===== src/rtl/spi_slave_if_if.sv =====
// SPI slave bus bundle: serial pins toward the SPI master plus the RAM-side
// command (rx_*) and read-response (tx_*) signals.
interface spi_slave_if_if #(
  parameter int ADDR_SIZE = 8,
  parameter int TX_WIDTH  = 8
);
  // Handshake: rx_valid and tx_valid are single-cycle strobes with no ready;
  // the consumer must take rx_data/tx_data in the cycle its strobe is high.
  logic                 mosi;
  logic                 ss_n;
  logic                 miso;
  logic [ADDR_SIZE+1:0] rx_data;
  logic                 rx_valid;
  logic [TX_WIDTH-1:0]  tx_data;
  logic                 tx_valid;

  modport slave (
    input  mosi, ss_n, tx_data, tx_valid,
    output miso, rx_data, rx_valid
  );

  modport master (
    output mosi, ss_n, tx_data, tx_valid,
    input  miso, rx_data, rx_valid
  );
endinterface


===== src/rtl/spi_slave_if.sv =====
// SPI slave front end for the single-port RAM: deserialises MOSI frames into
// command words and serialises RAM read data on MISO. Optional SPI_FRAME_ERR_EN.
module spi_slave_if #(
  parameter int ADDR_SIZE = 8,
  parameter int TX_WIDTH  = 8
) (
  input  logic                 clk,
  input  logic                 rst,
  spi_slave_if_if.slave        bus,
  output logic [2:0]           state_dbg,
  output logic                 rd_addr_flag_dbg
`ifdef SPI_FRAME_ERR_EN
  ,
  output logic                 frame_err
`endif
);

  localparam int W  = ADDR_SIZE + 2;
  localparam int CW = $clog2(W + 1);
  localparam int TW = $clog2(TX_WIDTH + 1);

  localparam logic [CW-1:0] CNT_DONE = CW'(W);
  localparam logic [CW-1:0] CNT_LAST = CW'(W - 1);
  localparam logic [TW-1:0] TX_REST  = TW'(TX_WIDTH - 1);

  localparam logic [2:0] IDLE      = 3'd0;
  localparam logic [2:0] CHK_CMD   = 3'd1;
  localparam logic [2:0] WRITE     = 3'd2;
  localparam logic [2:0] READ_ADD  = 3'd3;
  localparam logic [2:0] READ_DATA = 3'd4;

  logic [2:0]          state;
  logic [CW-1:0]       bit_cnt;
  logic [W-2:0]        rx_shift;
  logic [W-1:0]        rx_data_q;
  logic                rx_valid_q;
  logic                rd_addr_flag;
  logic [TX_WIDTH-2:0] tx_shift;
  logic [TW-1:0]       tx_cnt;
  logic                tx_busy;
  logic                tx_done;
  logic                miso_q;

  logic rx_active;
  logic rx_last;
  logic abort;

  always_comb begin
    rx_active = ((state == WRITE) || (state == READ_ADD) || (state == READ_DATA))
                && (bit_cnt != CNT_DONE);
    rx_last   = rx_active && (bit_cnt == CNT_LAST);
    abort     = (state != IDLE) && bus.ss_n;
  end

`ifdef SPI_FRAME_ERR_EN
  logic tx_pending;
  logic abort_err;

  // Once the last MISO bit is on the line the transmit counts as delivered.
  always_comb begin
    tx_pending = (state == READ_DATA) && (bit_cnt == CNT_DONE) && !tx_done
                 && !(tx_busy && (tx_cnt == '0));
    abort_err  = abort && ((state == CHK_CMD) || rx_active || tx_pending);
  end

  always_ff @(posedge clk) begin
    if (rst) begin
      frame_err <= 1'b0;
    end else begin
      frame_err <= abort_err;
    end
  end
`endif

  always_ff @(posedge clk) begin
    if (rst) begin
      state        <= IDLE;
      bit_cnt      <= '0;
      rx_shift     <= '0;
      rx_data_q    <= '0;
      rx_valid_q   <= 1'b0;
      rd_addr_flag <= 1'b0;
      tx_shift     <= '0;
      tx_cnt       <= '0;
      tx_busy      <= 1'b0;
      tx_done      <= 1'b0;
      miso_q       <= 1'b0;
    end else begin
      rx_valid_q <= 1'b0;
      if (abort) begin
        // Slave deselected: drop any partial frame or transmit immediately.
        state    <= IDLE;
        bit_cnt  <= '0;
        rx_shift <= '0;
        tx_shift <= '0;
        tx_cnt   <= '0;
        tx_busy  <= 1'b0;
        tx_done  <= 1'b0;
        miso_q   <= 1'b0;
      end else begin
        case (state)
          IDLE: begin
            bit_cnt <= '0;
            tx_busy <= 1'b0;
            tx_done <= 1'b0;
            miso_q  <= 1'b0;
            if (!bus.ss_n) begin
              state <= CHK_CMD;
            end
          end

          CHK_CMD: begin
            if (!bus.mosi) begin
              state <= WRITE;
            end else if (rd_addr_flag) begin
              state <= READ_DATA;
            end else begin
              state <= READ_ADD;
            end
          end

          WRITE, READ_ADD, READ_DATA: begin
            if (rx_active) begin
              rx_shift <= {rx_shift[W-3:0], bus.mosi};
              bit_cnt  <= bit_cnt + CW'(1);
              if (rx_last) begin
                rx_data_q  <= {rx_shift, bus.mosi};
                rx_valid_q <= 1'b1;
                if (state == READ_ADD) begin
                  rd_addr_flag <= 1'b1;
                end else if (state == READ_DATA) begin
                  rd_addr_flag <= 1'b0;
                end
              end
            end else if (state == READ_DATA) begin
              if (tx_busy) begin
                if (tx_cnt != '0) begin
                  miso_q   <= tx_shift[TX_WIDTH-2];
                  tx_shift <= {tx_shift[TX_WIDTH-3:0], 1'b0};
                  tx_cnt   <= tx_cnt - TW'(1);
                end else begin
                  miso_q  <= 1'b0;
                  tx_busy <= 1'b0;
                  tx_done <= 1'b1;
                end
              end else if (!tx_done && bus.tx_valid) begin
                // MSB goes out on the same edge the response is captured.
                miso_q   <= bus.tx_data[TX_WIDTH-1];
                tx_shift <= bus.tx_data[TX_WIDTH-2:0];
                tx_cnt   <= TX_REST;
                tx_busy  <= 1'b1;
              end
            end
          end

          default: begin
            state   <= IDLE;
            bit_cnt <= '0;
            miso_q  <= 1'b0;
          end
        endcase
      end
    end
  end

  assign bus.miso         = miso_q;
  assign bus.rx_data      = rx_data_q;
  assign bus.rx_valid     = rx_valid_q;
  assign state_dbg        = state;
  assign rd_addr_flag_dbg = rd_addr_flag;

endmodule

===== src/flat_wrapper.sv =====
// flat-port wrapper written by rule: the top's interface ports become plain ports
module spi_slave_if_flat 
#(
  parameter int ADDR_SIZE = 8,
  parameter int TX_WIDTH  = 8
)
  (clk, rst, state_dbg, rd_addr_flag_dbg, bus_mosi, bus_ss_n, bus_tx_data, bus_tx_valid, bus_miso, bus_rx_data, bus_rx_valid);
  spi_slave_if_if #(.ADDR_SIZE(ADDR_SIZE), .TX_WIDTH(TX_WIDTH)) bus_i ();
  input  logic clk;
  input  logic rst;
  output logic [2:0] state_dbg;
  output logic rd_addr_flag_dbg;
  input wire logic [$bits(bus_i.mosi)-1:0] bus_mosi;
  input wire logic [$bits(bus_i.ss_n)-1:0] bus_ss_n;
  input wire logic [$bits(bus_i.tx_data)-1:0] bus_tx_data;
  input wire logic [$bits(bus_i.tx_valid)-1:0] bus_tx_valid;
  output wire logic [$bits(bus_i.miso)-1:0] bus_miso;
  output wire logic [$bits(bus_i.rx_data)-1:0] bus_rx_data;
  output wire logic [$bits(bus_i.rx_valid)-1:0] bus_rx_valid;
  assign bus_i.mosi = bus_mosi;
  assign bus_i.ss_n = bus_ss_n;
  assign bus_i.tx_data = bus_tx_data;
  assign bus_i.tx_valid = bus_tx_valid;
  assign bus_miso = bus_i.miso;
  assign bus_rx_data = bus_i.rx_data;
  assign bus_rx_valid = bus_i.rx_valid;
  spi_slave_if #(.ADDR_SIZE(ADDR_SIZE), .TX_WIDTH(TX_WIDTH)) u_core (.clk(clk), .rst(rst), .bus(bus_i), .state_dbg(state_dbg), .rd_addr_flag_dbg(rd_addr_flag_dbg));
endmodule

===== config.mk =====
export PLATFORM = sky130hd
export DESIGN_NAME = spi_slave_if_flat
export DESIGN_NICKNAME = d
export VERILOG_FILES = /design/src/rtl/spi_slave_if_if.sv /design/src/rtl/spi_slave_if.sv /design/src/flat_wrapper.sv
export SDC_FILE = /design/constraint.sdc
export NUM_CORES = 1
export LEC_CHECK = 0
export BUFFER_PORTS_ARGS = -buffer_cell sky130_fd_sc_hd__buf_2
export CAP_MARGIN = 20
export CORE_MARGIN = 2
export CORE_UTILIZATION = 45
export CTS_CLUSTER_SIZE = 25
export DETAILED_ROUTE_END_ITERATION = 16
export GPL_TIMING_DRIVEN = 0
export PLACE_DENSITY = 0.74
export REMOVE_ABC_BUFFERS = 1
export SETUP_SLACK_MARGIN = 0.15
export SYNTH_ARGS = -nofsm -noshare
export SYNTH_HDL_FRONTEND = slang
export SYNTH_SLANG_ARGS = --single-unit

===== constraint.sdc =====
create_clock -name clk -period 2.45 [get_ports clk]
set_input_delay 0.245 -clock clk [delete_from_list [all_inputs] [get_ports clk]]
set_output_delay 0.245 -clock clk [all_outputs]
set_load 0.01 [all_outputs]

; Yosys cells after proc, flatten, opt, wreduce, memory -nomap -nowiden
; Cells that the tools add are included.
[word_totals]
regBits = 42
word_cells = 88
[classes]
n_addsub = 2
n_eq_ne = 14
mux = 32
bitwise = 4
n_reduce_logical = 25
[op_table]
columns = cell, count
row1 = 2-to-1 mux 7 bit, 3
row2 = 2-to-1 mux 1 bit, 17
row3 = 2-to-1 mux 4 bit, 4
row4 = AND reduction 5 bit, 3
row5 = 2-to-1 mux 3 bit, 3
row6 = one-hot mux 3 bit (3 select lines), 1
row7 = != test 2 bit (second input constant), 4
row8 = one-hot mux 4 bit (2 select lines), 1
row9 = AND reduction 4 bit, 2
row10 = equality test 3 x 2 -> 1 bit (second input constant), 2
row11 = != test 2 x 1 -> 1 bit (second input constant), 3
row12 = one-hot mux 1 bit (2 select lines), 3
row13 = AND reduction 2 bit, 3
row14 = nonzero test 2 bit, 3
row15 = adder 4 x 1 -> 4 bit (second input constant), 1
row16 = equality test 4 bit (second input constant), 1
row17 = logical AND 1 bit, 4
row18 = != test 4 bit (second input constant), 1
row19 = NOT 1 bit, 4
row20 = nonzero test 4 bit, 1
row21 = OR reduction 4 bit, 1
row22 = subtractor 4 x 1 -> 4 bit (second input constant), 1
row23 = equality test 3 x 1 -> 1 bit (second input constant), 1
row24 = equality test 3 bit (second input constant), 1
row25 = other kinds (8), 9

; Depth between registers and ports, before layout
[depth]
depth_word = 7
ltp_mapped = 7
depth_no_buf = 6

; Worst setup path after synthesis
; Ideal clock, no wire load.
[synth_timing]
path_type = reg-to-reg
from = reg u_core.bit_cnt[0]
to = reg u_core.rx_data_q[0] (netlist: u_core.bus.rx_data[0])
arrival_time_ps = 1835
required_ps = 2322
path_slack_ps = 488
path_stages_with_launch = 8
path_buffers = 1
synth_period_minus_slack_ps = 1962
path_cell_list = dfxtp_1 -> inv_1 -> ha_1 -> or4bb_1 -> a211oi_1 -> buf_4 -> mux2i_1 -> nor2_1
[synth_via]
elab_chain_cells = 4
[synth_lines]
columns = item, line
row1 = "start, declared", spi_slave_if.sv:33  ; logic [CW-1:0] bit_cnt;
row2 = "start signal, assigned", spi_slave_if.sv:125  ; bit_cnt <= bit_cnt + CW'(1);
row3 = != test 4 bit, spi_slave_if.sv:50  ; && (bit_cnt != CNT_DONE);
row4 = logical AND 1 bit, spi_slave_if.sv:50
row5 = logical AND 1 bit, spi_slave_if.sv:51  ; rx_last = rx_active && (bit_cnt == CNT_LAST);
row6 = AND reduction 4 bit (no source line) *, --
row7 = "end signal, assigned", spi_slave_if.sv:127  ; rx_data_q <= {rx_shift, bus.mosi};
row8 = "end, declared", spi_slave_if.sv:35  ; logic [W-1:0] rx_data_q;
; Mark *: on every way between the ends. The rest lies on a longest branch, timed or not.
; A chain may end at the register's enable or synchronous reset.

; Worst setup path in the final report
[layout_timing]
from = reg u_core.state[0] (netlist: u_core.state_dbg[0])
to = reg u_core.tx_cnt[2]
[layout_via]
elab_chain_cells = 6
[layout_lines]
columns = item, line
row1 = "start, declared", spi_slave_if.sv:32  ; logic [2:0] state;
row2 = "start signal, assigned", spi_slave_if.sv:77  ; state <= IDLE;
row3 = "start signal, assigned", spi_slave_if.sv:92  ; state <= IDLE;
row4 = "start signal, assigned", spi_slave_if.sv:108  ; state <= CHK_CMD;
row5 = equality test 3 x 2 -> 1 bit, "spi_slave_if.sv:49, spi_slave_if.sv:101"
row6 = logical OR 1 bit (2 in a row), spi_slave_if.sv:49  ; rx_active = ((state == WRITE) || (state == READ_ADD) || (state == READ_DATA))
row7 = logical AND 1 bit, spi_slave_if.sv:50
row8 = NOT 1 bit (no source line), --
row9 = AND reduction 5 bit (no source line), --
row10 = "end signal, assigned", spi_slave_if.sv:140  ; tx_cnt <= tx_cnt - TW'(1);
row11 = "end, declared", spi_slave_if.sv:39  ; logic [TW-1:0] tx_cnt;
; Several ways; a longest one is shown, not always the timed one.

==> flow_summary.yaml <==
power_and_ir_drop:
  p_int_mw: 1.02
  power.share.clock_pct: 41.6
  seqPwrFrac_pct: 52.4
  irDropWorstVdd_mv: 0.459
  p_leak_nw: 0.860
  p_sw_mw: 0.308
  power_per_cell_area_nw_per_um2: 597
  p_sw_share_pct: 23.3
  combPwrFrac_pct: 6.0
clocking:
  clock-sinks: 42
  h-tree-depth: 2
  worst_skew_pair.late_latency_ns: 0.30
  hold_buffers: 0
  clockBufferDepth: 2
  clk_pin_slew_ns: 0.08
  clockRootBuffer: "clkbuf_8"
  cts_tree: "done"
  cts_buffers: 5
logic_synthesis:
  synthCells: 199
  synth_mux_area_share_pct: 14.0
  synthXorXnorAreaFrac_pct: 0.454
  synth_compound_gate_area_share_pct: 17.2
  seq_area_frac_synth_pct: 43.6
  synth_edf_count: 0
  ys.warnings.count: 0
  ys.flop_type: "dfxtp_1"
  synth_cell_types: 44
  synth_top_family_by_area: "compound AO/OA/AOI/OAI gates"
  async_flop_share_pct: 0
  synth-seq-cells: 42
  yosys.area_share.simple_pct: 16.8
  synth.area.top_cells: "dfxtp_1 (44%), mux2i_1 (14%), nor2_1 (6.6%)"
  synth_top_area_share_pct: 43.6
  syn_area_sq_um: 1930
  avgSynthCellArea_sq_um: 9.70
  synth_largest_area_cell: "dfxtp_1"
  synth-adder-area-share_pct: 2.59
grt:
  grt_pass1_vias: 1359
  grt_start_max_net_pins: 24
  antenna_found_initial: 0
  grt_pass1_wl_mm: 6.16
  grt_overflow: 0
  gr-usage-all-layers_pct: 15.8
setup_path:
  criticalPathCategory: "reg -> reg"
  cp_slowest_stage_delay_ns: 0.56
  worstPathRequired_ns: 2.64
  path_cells: "or3b_1, a2111oi_4, buf_6, a21oi_1, o221a_2"
  crit_fanout: 17
  arrival_ns: 2.29
  endpoint_kind: "register"
  crit_slowest_cell: "or3b_1"
  worstSetupStartpointType: "register"
final_layout:
  drive_above_1_share_pct: 23.5
  area_delta_synth_final_pct: 14.9
  antenna_cells: 0
  design_area_sq_um: 2220
  layout.nets: 242
  fin_cells: 276
route:
  drt-initial-drc-count: 111
  antenna_left: 0
  wirelength_mm: 3.71
  wl_per_cell_um: 13.4
  via_count: 1467
  post-route-drc-count: 0
  dr.pass1.iters: 4
  post_drt_via_cell_ratio: 5.32
floorplan:
  start_util_pct: 47.6
  num_io_pins: 29
  die_y_um: 69.5
  core-area_sq_um: 4060
  die_x_um: 69.5
  num_rows: 23
  dieArea_sq_um: 4830
sta:
  rsz0062_at_grt: "no"
  hold_viol_final: 0
  finalSetupTns_ns: 0
  worst_pin_slew_ns: 0.942
  worst_slew_margin_rel_pct: 37.2
  period_needed_ns: 2.09
  max_freq_mhz: 478
  final-setup-viol-count: 0
  period_share_pct: 85.5
  slew_viol_final: 0
  fin_hold_ws_ns: 0.216
  worst_slack_ns: 0.356
  clock_skew_ns: 0.00940
placement:
  place_hpwl_mm: 2.47
  pre_cts_ws_ns: 0.214
  port_buffers: 28
  postPlaceCellArea_sq_um: 2080
  gp_congestion: 0.743
  placed_cells: 267
run:
  cap_violations: 0
run_status:
  status: "finished clean"
hold_path:
  hp-class: "in -> reg"
## per-stage QoR
stage	total power, mW	util, %
after floorplan	0.757	-
after global placement	0.787	50.7
after detailed placement	0.789	51.3
after CTS	1.34	54.1
after global routing	1.38	54.7
final	1.33	54.7
## synthesized netlist by cell type (all sizes together) (2+ instances only)
cell / instances
dfxtp: 42
o2bb2ai: 2
nand3: 3
a21oi: 9
ha: 4
buf: 7
or3: 2
nor2: 34
clkbuf: 5
a21o: 2
o21a: 3
nand2: 5
inv: 8
a31oi: 2
a2111oi: 2
nor3: 5
mux2i: 27
nand2b: 4
nand4: 2
o21ai: 4
a211oi: 8
## cells by family after synthesis
logic type | after synthesis
simple gates | 66
flops | 42
compound gates | 39
mux | 27
buf+inv | 20
fa+ha+maj | 4
xor+xnor | 1
## worst max-delay path: cells and delay by family, from the launching register on
| family | cells | cell delay [ns] |
|---|---|---|
| AOI/OAI and AO/OA | 3 | 0.77 |
| buffers and inverters | 1 | 0.25 |
| DFF | 1 | 0.42 |
| and+or+nand+nor | 1 | 0.56 |
## layer usage
metal	vias up	routed length (um)	global-route usage (%)
met2	29	1730	24.8
met3	2	194	5.52
met5	-	0	0
li1	762	-	-
met4	0	13	4.58
met1	674	1770	20.4
## cell usage in the layout (no fill, tap or decap), types with 5 or more instances in the layout
master	instances
buf_2	28
nor3_1	5
clkbuf_8	5
a211oi_2	6
inv_1	8
dfxtp_1	39
nor2_1	34
a21oi_1	9
nand2_1	5
mux2i_1	27
## power groups by stage
stage	Combinational (mW)	Clock (mW)	Sequential, mW
global placement	0.0770	0	0.710
detailed placement	0.0787	0	0.710
CTS	0.0791	0.569	0.694
finish	0.0801	0.551	0.694
global route	0.0885	0.600	0.696
floorplan	0.0476	0	0.709
## state kept, by name, summed over array words and instances, names as in the netlist, 3 cells and up
register	flops
u_core.bit_cnt	4
u_core.bus.rx_data	10
u_core.rx_shift	9
u_core.state_dbg	3
u_core.tx_cnt	4
u_core.tx_shift	7
## final timing paths
check	slack (ns)	to	depth (start not counted)	startpoint
worst max-delay path	0.36	u_core.tx_cnt[2]	5	u_core.state_dbg[0]
worst min-delay path	0.22	u_core.tx_shift[0]	3	bus_tx_data[0]
worst max register to register	0.36	u_core.tx_cnt[2]	5	u_core.state_dbg[0]
worst min register to register	0.47	u_core.bus.miso	2	u_core.bus.miso
## timing repair
item	CTS	global route
gates resized for setup	0	5
endpoints found under the setup margin	0	14
buffers inserted	0	1
## cell type report
| class | instances | area, sq um |
|---|---|---|
| flip-flops and latches | 42 | 845 |
| inverters | 8 | 30.0 |
| repair buffers | 31 | 170 |
| well taps | 50 | 62.6 |
| clock inverters | 3 | 45.0 |
| fillers | 374 | 1840 |
| clock buffers | 5 | 68.8 |
| multi-input cells | 137 | 997 |
Power figures use the tool's default switching activity.
